File: src/rtl/demux_pkg.sv
// Shared types for the demux feeder: select width, channel count,
// feeder FSM states and the buffered {dest, data} word.
package demux_pkg;

    localparam int SEL_W  = 3;
    localparam int NUM_CH = 8;
    localparam int WORD_W = SEL_W + 1;

    typedef enum logic [1:0] {
        ST_IDLE = 2'd0,
        ST_HOLD = 2'd1,
        ST_GAP  = 2'd2
    } feed_state_t;

    typedef struct packed {
        logic [SEL_W-1:0] dest;
        logic             data;
    } word_t;

endpackage

File: src/rtl/demux_feed_fifo.sv
// Small synchronous FIFO of feeder words with occupancy count.
// The head word is presented combinationally from storage.
module demux_feed_fifo
    import demux_pkg::*;
#(
    parameter int DEPTH = 4
) (
    input  logic                         clk,
    input  logic                         rst_n,
    input  logic                         push,
    input  logic                         pop,
    input  word_t                        din,
    output word_t                        dout,
    output logic                         full,
    output logic                         empty,
    output logic [$clog2(DEPTH+1)-1:0]   count
);

    localparam int PTR_W = $clog2(DEPTH);
    localparam int CNT_W = $clog2(DEPTH + 1);
    localparam logic [CNT_W-1:0] FULL_CNT = CNT_W'(DEPTH);

    word_t            mem [DEPTH];
    logic [PTR_W-1:0] wr_ptr;
    logic [PTR_W-1:0] rd_ptr;
    logic             do_push;
    logic             do_pop;

    assign full    = (count == FULL_CNT);
    assign empty   = (count == '0);
    assign do_push = push && !full;
    assign do_pop  = pop && !empty;
    assign dout    = mem[rd_ptr];

    // Storage needs no reset; count and pointers define what is valid.
    always_ff @(posedge clk) begin
        if (do_push) begin
            mem[wr_ptr] <= din;
        end
    end

    // Pointers are exactly log2(DEPTH) bits, so they wrap modulo DEPTH.
    always_ff @(posedge clk or negedge rst_n) begin
        if (!rst_n) begin
            wr_ptr <= '0;
            rd_ptr <= '0;
            count  <= '0;
        end else begin
            if (do_push) begin
                wr_ptr <= wr_ptr + 1'b1;
            end
            if (do_pop) begin
                rd_ptr <= rd_ptr + 1'b1;
            end
            case ({do_push, do_pop})
                2'b10:   count <= count + 1'b1;
                2'b01:   count <= count - 1'b1;
                default: count <= count;
            endcase
        end
    end

endmodule

File: src/rtl/demux_feed_ctrl.sv
// Feeds buffered {dest, data} words to the 1:8 demux as registered
// select/data pairs held for HOLD cycles, each followed by GAP idle cycles.
//
// state   | meaning
// --------+-----------------------------------------------------------
// ST_IDLE | nothing in flight; launch as soon as the FIFO has a word
// ST_HOLD | dmx_s/dmx_i driven with the current word, cnt counts down
// ST_GAP  | dmx_i forced 0, dmx_s held; launch or idle when cnt hits 0
module demux_feed_ctrl
    import demux_pkg::*;
#(
    parameter int DEPTH = 4,
    parameter int HOLD  = 3,
    parameter int GAP   = 1
) (
    input  logic             clk,
    input  logic             rst_n,
    input  logic             in_valid,
    output logic             in_ready,
    input  logic [SEL_W-1:0] in_dest,
    input  logic             in_bit,
    output logic             dmx_i,
    output logic [SEL_W-1:0] dmx_s,
    output logic             dlv_done,
    output logic             busy
);

    localparam int FCNT_W = $clog2(DEPTH + 1);
    localparam int MAX_LD = (HOLD > GAP) ? HOLD : GAP;
    localparam int CNT_W  = $clog2(MAX_LD + 1);
    localparam logic [CNT_W-1:0]  HOLD_LD  = CNT_W'(HOLD - 1);
    localparam logic [CNT_W-1:0]  GAP_LD   = CNT_W'(GAP - 1);
    localparam logic [FCNT_W-1:0] FULL_CNT = FCNT_W'(DEPTH);

    feed_state_t       state, state_nxt;
    logic [CNT_W-1:0]  cnt, cnt_nxt;
    logic              dmx_i_nxt;
    logic [SEL_W-1:0]  dmx_s_nxt;
    logic              launch;
    logic              push;
    word_t             in_word;
    word_t             head;
    logic              fifo_full;
    logic              fifo_empty;
    logic [FCNT_W-1:0] fifo_count;

    assign in_word.dest = in_dest;
    assign in_word.data = in_bit;
    assign in_ready     = (fifo_count != FULL_CNT);
    assign push         = in_valid && !fifo_full;

    demux_feed_fifo #(
        .DEPTH (DEPTH)
    ) u_fifo (
        .clk   (clk),
        .rst_n (rst_n),
        .push  (push),
        .pop   (launch),
        .din   (in_word),
        .dout  (head),
        .full  (fifo_full),
        .empty (fifo_empty),
        .count (fifo_count)
    );

    always_ff @(posedge clk or negedge rst_n) begin
        if (!rst_n) begin
            state <= ST_IDLE;
            cnt   <= '0;
            dmx_i <= 1'b0;
            dmx_s <= '0;
        end else begin
            state <= state_nxt;
            cnt   <= cnt_nxt;
            dmx_i <= dmx_i_nxt;
            dmx_s <= dmx_s_nxt;
        end
    end

    always_comb begin
        state_nxt = state;
        cnt_nxt   = cnt;
        dmx_i_nxt = dmx_i;
        dmx_s_nxt = dmx_s;
        launch    = 1'b0;
        case (state)
            ST_IDLE: begin
                launch = !fifo_empty;
            end
            ST_HOLD: begin
                if (cnt != '0) begin
                    cnt_nxt = cnt - 1'b1;
                end else begin
                    dmx_i_nxt = 1'b0;
                    cnt_nxt   = GAP_LD;
                    state_nxt = ST_GAP;
                end
            end
            ST_GAP: begin
                if (cnt != '0) begin
                    cnt_nxt = cnt - 1'b1;
                end else if (!fifo_empty) begin
                    launch = 1'b1;
                end else begin
                    state_nxt = ST_IDLE;
                end
            end
            default: begin
                state_nxt = ST_IDLE;
            end
        endcase
        // Launch straight out of GAP avoids a dead cycle between words.
        if (launch) begin
            dmx_s_nxt = head.dest;
            dmx_i_nxt = head.data;
            cnt_nxt   = HOLD_LD;
            state_nxt = ST_HOLD;
        end
    end

    assign dlv_done = (state == ST_HOLD) && (cnt == '0);
    assign busy     = (state != ST_IDLE) || !fifo_empty;

endmodule

File: config.mk
export PLATFORM = sky130hd
export DESIGN_NAME = demux_feed_ctrl
export DESIGN_NICKNAME = d
export VERILOG_FILES = /design/src/rtl/demux_pkg.sv /design/src/rtl/demux_feed_fifo.sv /design/src/rtl/demux_feed_ctrl.sv
export SDC_FILE = /design/constraint.sdc
export NUM_CORES = 1
export LEC_CHECK = 0
export ABC_CLOCK_PERIOD_IN_PS = 2400
export BUFFER_PORTS_ARGS = -buffer_cell sky130_fd_sc_hd__buf_2
export CORE_ASPECT_RATIO = 0.6
export CORE_UTILIZATION = 45
export DETAILED_ROUTE_END_ITERATION = 10
export PLACE_DENSITY = 0.73
export SKIP_CTS_REPAIR_TIMING = 1
export SYNTH_ARGS = -nofsm -noshare
export SYNTH_HDL_FRONTEND = slang
export SYNTH_HIERARCHICAL = 1
export SYNTH_SLANG_ARGS = --single-unit
File: constraint.sdc
create_clock -name clk -period 2.4 [get_ports clk]
set_clock_uncertainty 0.05 [all_clocks]
set_input_delay 0.24 -clock clk [delete_from_list [all_inputs] [get_ports clk]]
set_output_delay 0.24 -clock clk [all_outputs]
set_load 0.02 [all_outputs]
After elaboration in Yosys (flattened, before gate mapping)
Memory sizes are Yosys's and may differ from the RTL's. Cells that the tools add are included.

Output and inout port bits: 7. Bits in registers: 15. Input bits: 7. Memories kept: 1. RAM bits: 16.

Eq/ne operators: 12. Reductions and logical operators: 18. Mux-type cells: 18. Add/subtract/negate cells: 5.

Memories: u_fifo.mem (words 4, bits a word 4, read ports 1, clocked after memory_dff 0, wr ports 1, RTL line demux_feed_fifo.sv:23) `word_t mem [DEPTH];`.

Operators with widths (number): 2-bit 2-to-1 mux (7); 3-bit by 2-bit != test with 1-bit output (second input constant) (4); 2-bit nonzero test (4); 1-bit 2-to-1 mux (7); 2-bit case mux with 3 select lines (1); 3-bit case mux with 2 select lines (1); 2-bit by 1-bit adder with 2-bit output (second input constant) (2); 2-bit by 1-bit equality test with 1-bit output (second input constant) (2); 2-bit equality test (second input constant) (2); 1-bit logical AND (4); 2-bit zero test (2); 2-bit by 1-bit != test with 1-bit output (second input constant) (2); 2-bit case mux with 2 select lines (1); 2-bit AND reduction (2); 4-bit AND reduction (1); 3-bit by 1-bit adder with 3-bit output (second input constant) (1); 3-bit equality test (second input constant) (1); 3-bit zero test (1); 3-bit != test (second input constant) (1); 3-bit nonzero test (1); 3-bit by 1-bit subtractor with 3-bit output (second input constant) (1); 1-bit zero test (2); 1-bit case mux with 2 select lines (1); 2-bit by 1-bit subtractor with 2-bit output (second input constant) (1); 1-bit logical OR (1).

Logic depth before layout (Yosys ltp)
Depth in word-level cells: 7. Depth in mapped cells: 11.

By module
The synthesis kept the hierarchy.

Modules (own cells, without submodules): demux_feed_fifo (seq. area each 655.6 sq um, cells each 59, area each 1009.7 sq um, instances 1); demux_feed_ctrl (seq. area each 200.2 sq um, cells each 40, area each 417.9 sq um, instances 1).

Worst setup path after synthesis
OpenSTA, ideal clock, no wires.

Kind: reg-to-reg. Start: register u_fifo.count[0]. End: register u_fifo.count[2]. Data arrival time: 2095 ps. Stages on the path, launching flop included: 12. Buffers on the path: 0. Setup slack: 176 ps. Cell sequence: dfrtp_1 -> or3b_4 -> inv_1 -> nor2b_1 -> and2_4 -> inv_1 -> ha_1 -> inv_1 -> fa_1 -> xor2_1 -> nor2_1 -> xor2_1.

Elaborated cells on any way between the ends: 16. Classes of those cells: 2 x add/sub; 3 x eq/ne; 4 x mux; 7 x reduce/logical.

RTL lines: from (decl) (RTL line demux_feed_fifo.sv:16) `output logic [$clog2(DEPTH+1)-1:0] count`; from (signal assigned) (RTL line demux_feed_fifo.sv:56) `2'b10: count <= count + 1'b1;`; from (signal assigned) (RTL line demux_feed_fifo.sv:57) `2'b01: count <= count - 1'b1;`; from (signal assigned) (RTL line demux_feed_fifo.sv:58) `default: count <= count;`; 3-bit equality test (*) (RTL line demux_feed_fifo.sv:29) `assign full = (count == FULL_CNT);`; net fifo_full (RTL line demux_feed_ctrl.sv:43) `logic fifo_full;`; 1-bit zero test (*) (RTL line demux_feed_ctrl.sv:50) `assign push = in_valid && !fifo_full;`; 1-bit logical AND (*) (RTL line demux_feed_ctrl.sv:50); net push (RTL line demux_feed_ctrl.sv:40) `logic push;`; 1-bit logical AND (*) (RTL line demux_feed_fifo.sv:31) `assign do_push = push && !full;`; 2-bit by 1-bit equality test with 1-bit output / 2-bit equality test (equally long branches) (RTL line demux_feed_fifo.sv:55) `case ({do_push, do_pop})`; 3-bit case mux with 2 select lines / 2-bit nonzero test (equally long branches).

The timed path passes the listed nets; every way through them passes the cells marked *. A chain may end at the register's enable or synchronous reset.

Worst setup path after layout
Start: register u_fifo.count[2]. End: register u_fifo.count[2].

Same word-level chain as after synthesis.

==> impl_metrics.py <==
metrics = {
    "status": {
        "status": "finished, final reports clean",
    },
    "power": {
        "p_int_w": 0.00155,
        "comb_power_share_pct": 45.0,
        "p_clk_share_pct": 15.9,
        "p_sw_w": 0.000854,
        "powerDensity_nw_per_um2": 1410,
        "power_leakage_nw": 0.732,
        "vdd_ir_drop_max_mv": 0.441,
        "finalPower_w": 0.00241,
        "seq_power_share_pct": 39.0,
        "swShare_pct": 35.5,
    },
    "global_route": {
        "grt_pass1_vias": 793,
        "overflow": 0,
        "grt_max_degree": 16,
        "antenna_found_initial": 0,
        "grt_usage_pct": 16.2,
        "grt_pass1_wl_mm": 3.69,
    },
    "timing": {
        "min_period_ns": 2.28,
        "maxSlewViolCount": 0,
        "tns_ns": 0,
        "setup_violations": 0,
        "max_slew_margin_pct": 75.8,
        "fmax_mhz": 438,
        "finalCritPeriodShare_pct": 95.1,
        "tightest_slew_ns": 0.360,
        "hold_violations": 0,
    },
    "synth": {
        "synth-seq-cells": 31,
        "synth.most_common_cell": "edfxtp_1",
        "synth-edff-count": 16,
        "yosysTopAreaCell": "edfxtp_1",
        "yosys_most_used_dff": "edfxtp_1",
        "synth.top_cell.area_share_pct": 33.7,
        "ys_warn_count": 6,
        "synthArstFlopShare_pct": 48.4,
        "ys_seq_area_share_pct": 59.9,
        "synthTopCellsByArea": "edfxtp_1 34%, dfrtp_1 26%, mux4_2 6.3%",
        "netlist_area_sq_um": 1430,
        "netlist_instances": 99,
        "yosysUniqueCellTypes": 29,
        "syn_avg_cell_area_sq_um": 14.4,
        "synth_nets": 112,
        "synth_common_cells": "16 x edfxtp_1, 15 x dfrtp_1, 9 x inv_1, 6 x nor2_1",
    },
    "final_layout": {
        "antenna_cells": 0,
        "utilization_pct": 57.8,
        "fillCellCount": 249,
        "drive_gt1_share_pct": 38.0,
        "area_delta_synth_final_pct": 19.4,
        "finalNetCount": 141,
    },
    "hold_path": {
        "min_path_type": "in -> reg",
        "min_path_cells": 1,
        "worstHoldStart": "in_dest[2]",
    },
    "route": {
        "wirelength_mm": 2.35,
        "via_per_inst": 4.98,
        "vias": 852,
        "first_pass_iters": 4,
        "drtAntennaViolNets": 0,
        "drc": 0,
        "wl_per_cell_microns": 13.7,
        "drtIter0Drc": 50,
    },
    "clock_network": {
        "cts_tree": "done",
        "htree_levels": 2,
        "numClockSinks": 31,
        "clock-root-buffer": "clkbuf_8",
        "clk_latency_ns": 0.28,
        "path_clk_slew_ns": 0.06,
        "clockBufferDepth": 2,
        "cts_inserted_buffers": 5,
    },
    "critical_path": {
        "end_kind": "register",
        "critPathArrivalTime_ns": 2.43,
        "worstPathMaxFanout": 5,
        "rr_worst_depth": 11,
        "crit_type": "reg -> reg",
        "cp_data_required_time_ns": 2.55,
        "worstReg2RegStart": "u_fifo/count[2]",
        "startpoint_type": "register",
        "startpoint": "u_fifo/count[2]",
    },
    "floorplanning": {
        "start_util_pct": 48.5,
        "die_h_microns": 45.6,
        "die_area_sq_um": 3410,
        "die_w_microns": 74.7,
        "num_io_pins": 14,
        "num_rows": 15,
        "coreArea_sq_um": 2950,
    },
    "placement": {
        "portBuffers": 13,
        "place_hpwl_mm": 1.68,
        "gp_congestion": 0.828,
    },
    "run": {
        "maxCapViolations": 0,
    },
}
## cell usage in the layout, fill, tap and decap left out, types with 2 or more instances in the layout
cell type	count
dfrtp_1	15
inv_1	9
edfxtp_1	16
and3_2	4
ha_1	4
nand2_1	5
mux4_2	4
xnor2_1	3
clkbuf_8	5
buf_4	9
nor2b_1	2
nor2_1	6
xor2_1	4
buf_2	13
nand3b_1	2
a21oi_1	4
mux2_4	4
clkbuf_1	2
mux2i_1	2
## sequential cells by signal, indices dropped and copies added (netlist names)
signal         flops
dmx_i              1
cnt                2
dmx_s              3
u_fifo/rd_ptr      2
u_fifo/mem        16
state              2
u_fifo/count       3
u_fifo/wr_ptr      2
## layer usage
layer / GRT usage (%) / share of wire [%] / vias up
met4: 10.2 / 2.8 / 0
li1: - / - / 404
met5: 0 / 0 / -
met1: 20.6 / 48 / 423
met3: 4.65 / 2.6 / 7
met2: 25.0 / 46 / 18
## final timing paths
kind / end / slack, ns
worst max-delay path: u_fifo/count[2] / 0.12
worst min-delay path: u_fifo/mem[1][3] / 0.13
worst max register to register: u_fifo/count[2] / 0.12
worst min register to register: dmx_s[0] / 0.46
max in group asynchronous: u_fifo/count[2] / 1.71
min in group asynchronous: state[0] / 0.34
## power groups by stage
| stage | Clock, W | Sequential [W] | Combinational (W) |
|---|---|---|---|
| final | 0.000384 | 0.000939 | 0.00108 |
| after global routing | 0.000412 | 0.000967 | 0.00120 |
| after CTS | 0.000394 | 0.000946 | 0.000996 |
| after detailed placement | 0 | 0.000958 | 0.000993 |
| after global placement | 0 | 0.000940 | 0.000967 |
| after floorplan | 0 | 0.000940 | 0.000749 |
## cells by family after synthesis
group / Yosys count / share of synthesized area [%]
AO/OA/AOI/OAI: 8 / 3.59
XOR/XNOR: 7 / 4.29
multiplexers: 10 / 11.9
adder cells (fa/ha/maj): 6 / 5.78
flip-flops: 31 / 59.9
buffers and inverters: 10 / 2.72
AND/OR/NAND/NOR: 27 / 11.7
## critical path, cell delays in order, from the launching register on
cell	delay (ns)
dfrtp_1	0.41
or3b_4	0.42
inv_1	0.07
nor2b_1	0.07
and2_4	0.16
inv_1	0.05
ha_2	0.17
inv_1	0.05
fa_2	0.33
xor2_1	0.15
nor2_1	0.13
xor2_1	0.15
## final cells by class
type	instances	area [sq um]	share of cell area, %
Sequential cell	31	856	50.2
Inverter	9	33.8	1.98
Clock inverter	1	5.00	0.294
Multi-Input combinational cell	58	538	31.6
Tap cell	42	52.6	3.08
Clock buffer	7	76.3	4.48
Timing Repair Buffer	23	143	8.37
## stage by stage
step	cells	hold slack [ns]	setup WS, ns	area [sq um]
5_1_grt	171	0.130	-0.0177	1700
2_1_floorplan	99	-0.106	0.176	1430
3_5_place_dp	156	0.114	0.0787	1560
6_report	171	0.131	0.118	1700
3_3_place_gp	156	0.114	0.162	1560
4_1_cts	164	-0.191	0.0703	1640
No activity file was read; power rests on OpenSTA's default activity.
